`src/rtl/h_alpha_ingest_pkg.sv`:
```
// Shared defaults and FSM state encoding for the H-row / alpha-column frame ingest block.
package h_alpha_pkg;

    localparam int J_DEFAULT    = 14;
    localparam int I_DEFAULT    = 7;
    localparam int A_DEFAULT    = 2;
    localparam int ALPHA_BYTE_W = 8;

    typedef enum logic [2:0] {
        S_H      = 3'd0,
        S_A      = 3'd1,
        S_FULL   = 3'd2,
        S_HDRAIN = 3'd3,
        S_ADRAIN = 3'd4
    } state_t;

endpackage

```
`src/rtl/h_alpha_ingest_stream_frame_counter.sv`:
```
// Beat counter for one framed stream: tracks position in the frame, flags tlast
// arriving early or missing at the last slot, and signals when to drain.
module stream_frame_counter #(
    parameter  int N  = 7,
    localparam int CW = $clog2(N) + 1
) (
    input  logic          clk,
    input  logic          rst_n,
    input  logic          beat_i,
    input  logic          last_i,
    output logic [CW-1:0] cnt_o,
    output logic          done_o,
    output logic          len_err_o,
    output logic          drain_o
);

    logic [CW-1:0] cnt_q, cnt_d;
    logic          at_end;

    assign at_end    = (cnt_q == CW'(N - 1));
    assign done_o    = beat_i & last_i & at_end;
    // Early tlast and a missing tlast on the final slot are both length errors.
    assign len_err_o = beat_i & (last_i ^ at_end);
    assign drain_o   = beat_i & ~last_i & at_end;
    assign cnt_o     = cnt_q;

    always_comb begin
        cnt_d = cnt_q;
        if (beat_i) begin
            cnt_d = (last_i || at_end) ? '0 : cnt_q + 1'b1;
        end
    end

    always_ff @(posedge clk or negedge rst_n) begin
        if (!rst_n) begin
            cnt_q <= '0;
        end else begin
            cnt_q <= cnt_d;
        end
    end

endmodule

```
`src/rtl/h_alpha_ingest.sv`:
```
// Frame ingest endpoint: captures I H rows then A alpha columns, holds them for the
// decoder core behind a registered read port. Optional counters: H_ALPHA_INGEST_FRAME_CNT_EN.
module h_alpha_ingest
    import h_alpha_pkg::*;
#(
    parameter  int J       = J_DEFAULT,
    parameter  int I       = I_DEFAULT,
    parameter  int A       = A_DEFAULT,
    localparam int I_WIDTH = $clog2(I) + 1,
    localparam int A_WIDTH = $clog2(A) + 1
) (
    input  logic                      clk,
    input  logic                      rst_n,
    input  logic [J-1:0]              H_row,
    input  logic                      H_row_tvalid,
    input  logic                      H_row_tlast,
    input  logic [J*ALPHA_BYTE_W-1:0] alpha_u_col,
    input  logic                      alpha_u_col_tvalid,
    input  logic                      alpha_u_col_tlast,
    output logic                      frame_valid,
    input  logic                      frame_release,
    input  logic [I_WIDTH-1:0]        rd_addr,
    output logic [J-1:0]              rd_h_data,
    output logic [J*ALPHA_BYTE_W-1:0] rd_alpha_data,
    output logic                      h_len_err,
    output logic                      alpha_len_err,
    output logic                      ovf_err,
`ifdef H_ALPHA_INGEST_FRAME_CNT_EN
    output logic [15:0]               frame_cnt,
    output logic [7:0]                err_cnt,
`endif
    input  logic                      err_clr
);

    state_t state_q, state_d;

    logic [J-1:0]              h_mem_q [I];
    logic [J*ALPHA_BYTE_W-1:0] a_mem_q [A];

    logic               h_beat, a_beat;
    logic [I_WIDTH-1:0] h_cnt;
    logic [A_WIDTH-1:0] a_cnt;
    logic               h_done, h_len_evt, h_drain;
    logic               a_done, a_len_evt, a_drain;
    logic               h_err_set, a_err_set, ovf_set;
    logic               h_len_err_q, alpha_len_err_q, ovf_err_q;

    assign h_beat = H_row_tvalid && (state_q == S_H);
    assign a_beat = alpha_u_col_tvalid && (state_q == S_A);

    stream_frame_counter #(.N(I)) u_h_ctr (
        .clk       (clk),
        .rst_n     (rst_n),
        .beat_i    (h_beat),
        .last_i    (H_row_tlast),
        .cnt_o     (h_cnt),
        .done_o    (h_done),
        .len_err_o (h_len_evt),
        .drain_o   (h_drain)
    );

    stream_frame_counter #(.N(A)) u_a_ctr (
        .clk       (clk),
        .rst_n     (rst_n),
        .beat_i    (a_beat),
        .last_i    (alpha_u_col_tlast),
        .cnt_o     (a_cnt),
        .done_o    (a_done),
        .len_err_o (a_len_evt),
        .drain_o   (a_drain)
    );

    always_comb begin
        state_d   = state_q;
        h_err_set = 1'b0;
        a_err_set = 1'b0;
        ovf_set   = 1'b0;
        case (state_q)
            S_H: begin
                h_err_set = h_len_evt;
                a_err_set = alpha_u_col_tvalid;
                if (h_done)       state_d = S_A;
                else if (h_drain) state_d = S_HDRAIN;
            end
            S_HDRAIN: begin
                a_err_set = alpha_u_col_tvalid;
                if (H_row_tvalid && H_row_tlast) state_d = S_H;
            end
            S_A: begin
                a_err_set = a_len_evt;
                h_err_set = H_row_tvalid;
                // Any alpha framing error abandons the H rows captured for this frame.
                if (a_done)         state_d = S_FULL;
                else if (a_drain)   state_d = S_ADRAIN;
                else if (a_len_evt) state_d = S_H;
            end
            S_ADRAIN: begin
                h_err_set = H_row_tvalid;
                if (alpha_u_col_tvalid && alpha_u_col_tlast) state_d = S_H;
            end
            S_FULL: begin
                ovf_set = H_row_tvalid | alpha_u_col_tvalid;
                if (frame_release) state_d = S_H;
            end
            default: state_d = S_H;
        endcase
    end

    always_ff @(posedge clk or negedge rst_n) begin
        if (!rst_n) begin
            state_q         <= S_H;
            h_len_err_q     <= 1'b0;
            alpha_len_err_q <= 1'b0;
            ovf_err_q       <= 1'b0;
        end else begin
            state_q         <= state_d;
            // A new error in the same cycle as err_clr takes priority.
            h_len_err_q     <= (h_len_err_q & ~err_clr) | h_err_set;
            alpha_len_err_q <= (alpha_len_err_q & ~err_clr) | a_err_set;
            ovf_err_q       <= (ovf_err_q & ~err_clr) | ovf_set;
        end
    end

    always_ff @(posedge clk or negedge rst_n) begin
        if (!rst_n) begin
            for (int r = 0; r < I; r++) h_mem_q[r] <= '0;
            for (int c = 0; c < A; c++) a_mem_q[c] <= '0;
        end else begin
            if (h_beat) h_mem_q[h_cnt] <= H_row;
            if (a_beat) a_mem_q[a_cnt] <= alpha_u_col;
        end
    end

    always_ff @(posedge clk or negedge rst_n) begin
        if (!rst_n) begin
            rd_h_data     <= '0;
            rd_alpha_data <= '0;
        end else begin
            rd_h_data     <= (rd_addr < I_WIDTH'(I)) ? h_mem_q[rd_addr] : '0;
            rd_alpha_data <= (rd_addr < I_WIDTH'(A)) ? a_mem_q[rd_addr[A_WIDTH-1:0]] : '0;
        end
    end

    assign frame_valid   = (state_q == S_FULL);
    assign h_len_err     = h_len_err_q;
    assign alpha_len_err = alpha_len_err_q;
    assign ovf_err       = ovf_err_q;

`ifdef H_ALPHA_INGEST_FRAME_CNT_EN
    logic [15:0] frame_cnt_q;
    logic [7:0]  err_cnt_q;

    always_ff @(posedge clk or negedge rst_n) begin
        if (!rst_n) begin
            frame_cnt_q <= '0;
            err_cnt_q   <= '0;
        end else begin
            if (a_done) frame_cnt_q <= frame_cnt_q + 16'd1;
            if ((h_err_set || a_err_set || ovf_set) && (err_cnt_q != 8'hFF)) begin
                err_cnt_q <= err_cnt_q + 8'd1;
            end
        end
    end

    assign frame_cnt = frame_cnt_q;
    assign err_cnt   = err_cnt_q;
`endif

endmodule

```
`config.mk`:
```
export PLATFORM = sky130hd
export DESIGN_NAME = h_alpha_ingest
export DESIGN_NICKNAME = d
export VERILOG_FILES = /design/src/rtl/h_alpha_ingest_pkg.sv /design/src/rtl/h_alpha_ingest_stream_frame_counter.sv /design/src/rtl/h_alpha_ingest.sv
export SDC_FILE = /design/constraint.sdc
export NUM_CORES = 1
export LEC_CHECK = 0
export CAP_MARGIN = 20
export CORE_ASPECT_RATIO = 0.7
export CORE_MARGIN = 2
export CORE_UTILIZATION = 39
export CTS_CLUSTER_SIZE = 25
export DETAILED_ROUTE_END_ITERATION = 12
export SLEW_MARGIN = 20
export SYNTH_ARGS = -nofsm -noshare
export SYNTH_HDL_FRONTEND = slang
export SYNTH_SLANG_ARGS = --single-unit
```
`constraint.sdc`:
```
create_clock -name clk -period 3.95 [get_ports clk]
set_input_delay 0.5925 -clock clk [delete_from_list [all_inputs] [get_ports clk]]
set_output_delay 0.5925 -clock clk [all_outputs]
set_load 0.05 [all_outputs]
```
# Word-level counts from Yosys, hierarchy flattened
# Index checks and enable logic that the tools add are counted.
# word_totals
regBits,460
input_bits,138
output_inout_bits,130
wordCells,104
# classes
addsub,2
order_cmp,8
n_eq_ne,11
mux,28
n_bitwise,26
reduce_logical,12
# op_table
cell,n
112-bit two-way mux,5
224-bit bitwise mux,1
112-bit demux with 1-bit select,1
98-bit bitwise mux,1
14-bit two-way mux,4
14-bit binary-select mux with 3-bit select,1
14-bit demux with 3-bit select,1
3-bit two-way mux,8
3-bit one-hot mux with 5 select lines,1
1-bit bitwise AND,13
"5-bit by 4-bit >= comparator with 1-bit output, second input constant",2
4-bit inverter with 5-bit output,2
"3-bit by 2-bit equality test with 1-bit output, second input constant",2
"3-bit by 2-bit >= comparator with 1-bit output, second input constant",2
1-bit logical AND,6
2-bit inverter with 3-bit output,2
"5-bit by 1-bit < comparator with 1-bit output, second input constant",1
5-bit AND reduction,1
"4-bit by 1-bit adder with 4-bit output, second input constant",1
"4-bit by 3-bit equality test with 1-bit output, second input constant",1
"4-bit by 2-bit < comparator with 1-bit output, second input constant",1
"4-bit by 3-bit < comparator with 1-bit output, second input constant",1
4-bit two-way mux,1
"2-bit inequality test, second input constant",2
other kinds (17),26

# Depth between registers and ports, before layout
# depth
word_depth,7
ltp_mapped,8
mapped_depth_nobuf,8

# Modules after synthesis
# Synthesis repeated with hierarchy kept, for this count alone.
# unflattened
cells_unflattened,1234
hier_area_um2,18326.3
# by_module_without_submodules
module,instances,cells_per_inst,area_per_inst_um2,seq_area_each_um2
h_alpha_ingest,1,1192,17941.0,11360.9
stream_frame_counter at u_h_ctr,1,27,250.2,100.1
stream_frame_counter at u_a_ctr,1,15,135.1,50.0

# Worst setup path before layout
# Ideal clock, no wire load.
# synth_timing
kind,input port to flip-flop
startpoint,in H_row_tvalid
endpoint,reg h_mem_q[59] in the netlist's numbering
setup_time_ns,0.125
arrival_time_ns,2.337
required_ns,3.825
setup_slack_ns,1.489
path_stages,6
n_path_buf,2
path_cell_list,or4b_1 > clkbuf_2 > or3_4 > nor3b_4 > buf_6 > mux2_2
# synth_via
elab_chain_len,1
# synth_lines
item,line,text
start: declaration,h_alpha_ingest.sv:15,"input logic H_row_tvalid,"
1-bit logical AND,h_alpha_ingest.sv:48,assign h_beat = H_row_tvalid && (state_q == S_H);
end signal: indexed assignment,h_alpha_ingest.sv:129,if (h_beat) h_mem_q[h_cnt] <= H_row;
end: declaration,h_alpha_ingest.sv:37,logic [J-1:0] h_mem_q [I];
# Every way passes these cells.
# A chain may end at the register's enable or synchronous reset.

# Final worst setup path
# layout_timing
startpoint,reg state_q[1]
endpoint,out frame_valid
# layout_via
elab_chain_len,1
# layout_lines
item,line,text
start: declaration,h_alpha_ingest.sv:35,"state_t state_q, state_d;"
start signal: assignment,h_alpha_ingest.sv:116,state_q <= state_d;
3-bit by 2-bit equality test with 1-bit output,h_alpha_ingest.sv:144,assign frame_valid = (state_q == S_FULL);
end: declaration,h_alpha_ingest.sv:20,"output logic frame_valid,"
# Every way passes these cells.

==> results.txt <==
The routed wirelength normalized by instance count is 18.7 µm. The number of nets with antenna violations after routing came out at 0. The final routed wirelength across all metal layers came out at a little over 40 mm. For the worst setup path, the data required time is ~3.4 ns. Cells fill between 50% and 60% of the core in the end. The accumulated negative setup slack is 0 ns. The count of endpoints failing hold in the final timing report is 0. Power spread over the standard cell area amounts to approximately 500 nW/µm².

The synthesized netlist contains 42 unique library cells. Setup repair after global routing left no endpoint under its margin. The time the worst path needs with I/O delays and setup is 2.84 ns. The async set-or-reset flop fraction in the synthesized netlist came out at 100%.

The largest vdd supply drop came out at approximately 0.00034 V. The net count of the mapped netlist came out at approximately 1400. The buffer count from post-CTS setup fixing is 0.

In the final layout, the multi-input gates occupy 6460 µm². For this run, design rule violations remaining after detail routing come to 0. The number of global-route vias before repair is around 11000.

The number of violations reported at the end of detailed-routing iteration 0 came out at 428. The synthesis-to-finish area growth is 27.1%. Final hold analysis gives a worst-case slack of 0.0636 ns.

Across the run, the number of max-cap violations was 0. The flow ran to the end, and the final reports show no timing, DRC or antenna violations. The total number of H-tree levels came out at 2. For this run, the top clock speed supported by timing is 353 MHz. In the synthesized netlist, the number of instances is 1245. The clock latency on the worst-skew pair came out at ~0.55 ns. The first global-routing pass estimated between 60 and 70 mm of wire. The core area came out at between 40000 and 50000 µm².

The overall die area came out at 48800 µm². In the routed layout, each cell is associated on average with a via count of 4.92. The type of the most critical hold path is in -> async. The share of the cycle needed by the critical path after routing came out at 71.8%. The number of instances in the placed design came out at 2082. The horizontal die dimension came out at 263 µm.

The number of pins exceeding their max-slew limit in the final report is 0. Setup violations remaining at the end of the flow were counted as 0. The largest fanout on the critical path came out at 14. The net switching power is 0.00279 W. The initial utilization of the core area, before any placement, comes to 39.5%. The static leakage is 11.2 nW. STA classifies the critical path startpoint as a flop. Combinational logic burns 14.1% of the power.

The I/O pin count is 268. By startpoint and endpoint, the worst setup path is classified as reg -> out. Fill cells in the final layout number between 3000 and 4000.

Gates resized during post-CTS repair numbered 0. STA classifies the critical path endpoint as an output pin. The design draws 0.0114 W. The post-synthesis sequential area ratio came out at 62.8%. In this run switching power makes up between 20% and 30% of total power. Global routing finished with a remaining overflow of 0.

The critical path arrival came out at 2.24 ns. After clock tree synthesis, the clock-pin slew on the worst setup and hold paths is 0.06 ns. The share of post-route cells with drive strength above 1 is between 20 and 30%. The number of search-and-repair iterations in the first detailed-routing pass came out at 4. The final non-filler cell total came out at 2163. The count of yosys warnings during synthesis came out at 0. The power share of the sequential group came out at 49.1%.

The root buffer cell is sky130_fd_sc_hd__clkbuf_16. The tightest slew margin relative to the limit came out at 32.8%. Across the routed clock network, the largest skew measured is 0.0200 ns.

In this run the core area contains 66 standard-cell rows. The detailed placer's ending HPWL came out at 26.2 mm. At the end of routability-driven placement, the weighted congestion stood at 0.724.

TritonCTS built the clock tree. The global router's overall resource usage is 16.7%. The synthesized cell area is between 15000 and 20000 µm². The number of hold buffers added after CTS is 0. The count of flip-flops with a built-in enable after synthesis is 0.

In this run, the clock network consumes 36.8% of the power. The actual transition at the worst max-transition pin came out at 1.01 ns. The via count came out at approximately 11000.

Counting along the longest clock path gives a buffer depth of 3. A synthesized cell averages 14.7 µm². The number of nets in the layout is 1663. In the final layout, flip-flops and latches occupy approximately 12000 µm².

In this run, synthesis produced a sequential element count of 460. The initial antenna violation count is 5. In the synthesized netlist the dominant register cell turns out to be sky130_fd_sc_hd__dfrtp_1.

Internal power comes to 0.00858 W. The number of I/O port buffers came out at 267. The number of buffers added by the clock tree synthesis step is between 40 and 50. The overall die height is 185 µm. Entering global routing, the biggest net connects around 120 pins. The total clock sinks came out at 460.
-- cell usage in the layout, fill, tap and decap left out, drive strengths merged, types with 2 or more instances in the layout --
cell type      count
nand3              7
nand4b             2
a22o               2
clkinv            11
nand3b             3
nor3               3
a21oi             17
a211oi            14
clkdlybuf4s50    265
nor3b              4
mux2             324
o21ai              9
mux2i            127
inv               10
buf               34
bufinv             2
nand2              5
mux4              14
ha                 7
clkbuf            64
or3                2
o211ai             2
nor2b              3
dfrtp            460
diode              3
nor2             144
-- metrics by stage --
step | setup slack (ns) | area (µm²)
finish | 1.11 | 23300
global route | 1.00 | 23300
CTS | 1.05 | 23300
detailed placement | 0.855 | 21800
global placement | 0.862 | 21800
floorplan | 1.49 | 18300
-- Yosys cell counts, drive strengths merged, types with 3 or more instances --
cell type	n	area [µm²]
nand3b	3	22.5
o21ai	9	45.0
dfrtp	460	11500
mux2i	127	1270
nor2b	3	18.8
mux4	14	315
nand3	7	35.0
a211oi	14	105
buf	33	179
nor3	3	26.3
nor3b	4	52.6
clkbuf	42	159
nand2	5	18.8
nor2	144	543
inv	9	33.8
mux2	324	3650
ha	7	87.6
a21oi	17	85.1
-- cell families after synthesis --
kind of cell	synth area share (%)
multiplexers	28.6
adder cells (fa/ha/maj)	0.478
AND/OR/NAND/NOR	4.34
buffers and inverters	2.03
AO/OA/AOI/OAI	1.75
flip-flops	62.8
-- worst max-delay path: stages, from the launching register on --
cell	delay, ns
sky130_fd_sc_hd__dfrtp_1	0.54
sky130_fd_sc_hd__nor3b_1	0.30
sky130_fd_sc_hd__clkdlybuf4s50_1	0.86
-- sequential cells by signal, indices dropped and copies added, names as in the netlist --
name	flops
rd_alpha_data	112
u_a_ctr.cnt_o	2
state_q	3
h_len_err	1
rd_h_data	14
alpha_len_err	1
a_mem_q	224
ovf_err	1
h_mem_q	98
u_h_ctr.cnt_o	4
-- layer usage --
layer / vias up / global-route usage, % / routed length, µm
li1: 4899 / - / -
met1: 5474 / 22.8 / 18700
met2: 204 / 26.7 / 18600
met3: 61 / 4.59 / 2340
met4: 4 / 3.86 / 734
met5: - / 0 / 23
-- final timing paths --
kind / endpoint / cells after the start / start / slack, ns
setup reg to reg: h_mem_q[58] / 5 / state_q[2] / 1.44
hold / removal: rd_h_data[5] / 1 / rst_n / 0.06
min in group clk: h_len_err / 1 / h_len_err / 0.48
max in group asynchronous: a_mem_q[91] / 2 / rst_n / 2.83
hold reg to reg: h_len_err / 1 / h_len_err / 0.48
setup / recovery: frame_valid / 2 / state_q[1] / 1.11
-- power groups by stage --
stage               registers [W]  logic, W  clock network [W]
detailed placement        0.00567   0.00163                  0
finish                    0.00559   0.00160            0.00419
CTS                       0.00559   0.00163            0.00435
global placement          0.00566   0.00158                  0
global route              0.00566   0.00175            0.00453
floorplan                 0.00568  0.000994                  0
-- layout make-up --
class / count / share of cell area, %
diodes: 3 / 0.0322
clock buffers: 63 / 5.57
clock inverters: 15 / 0.597
inverters: 9 / 0.145
multi-input cells: 701 / 27.7
flip-flops and latches: 460 / 49.4
well taps: 612 / 3.29
repair buffers: 300 / 13.2
No activity file was read; power rests on OpenSTA's default activity.
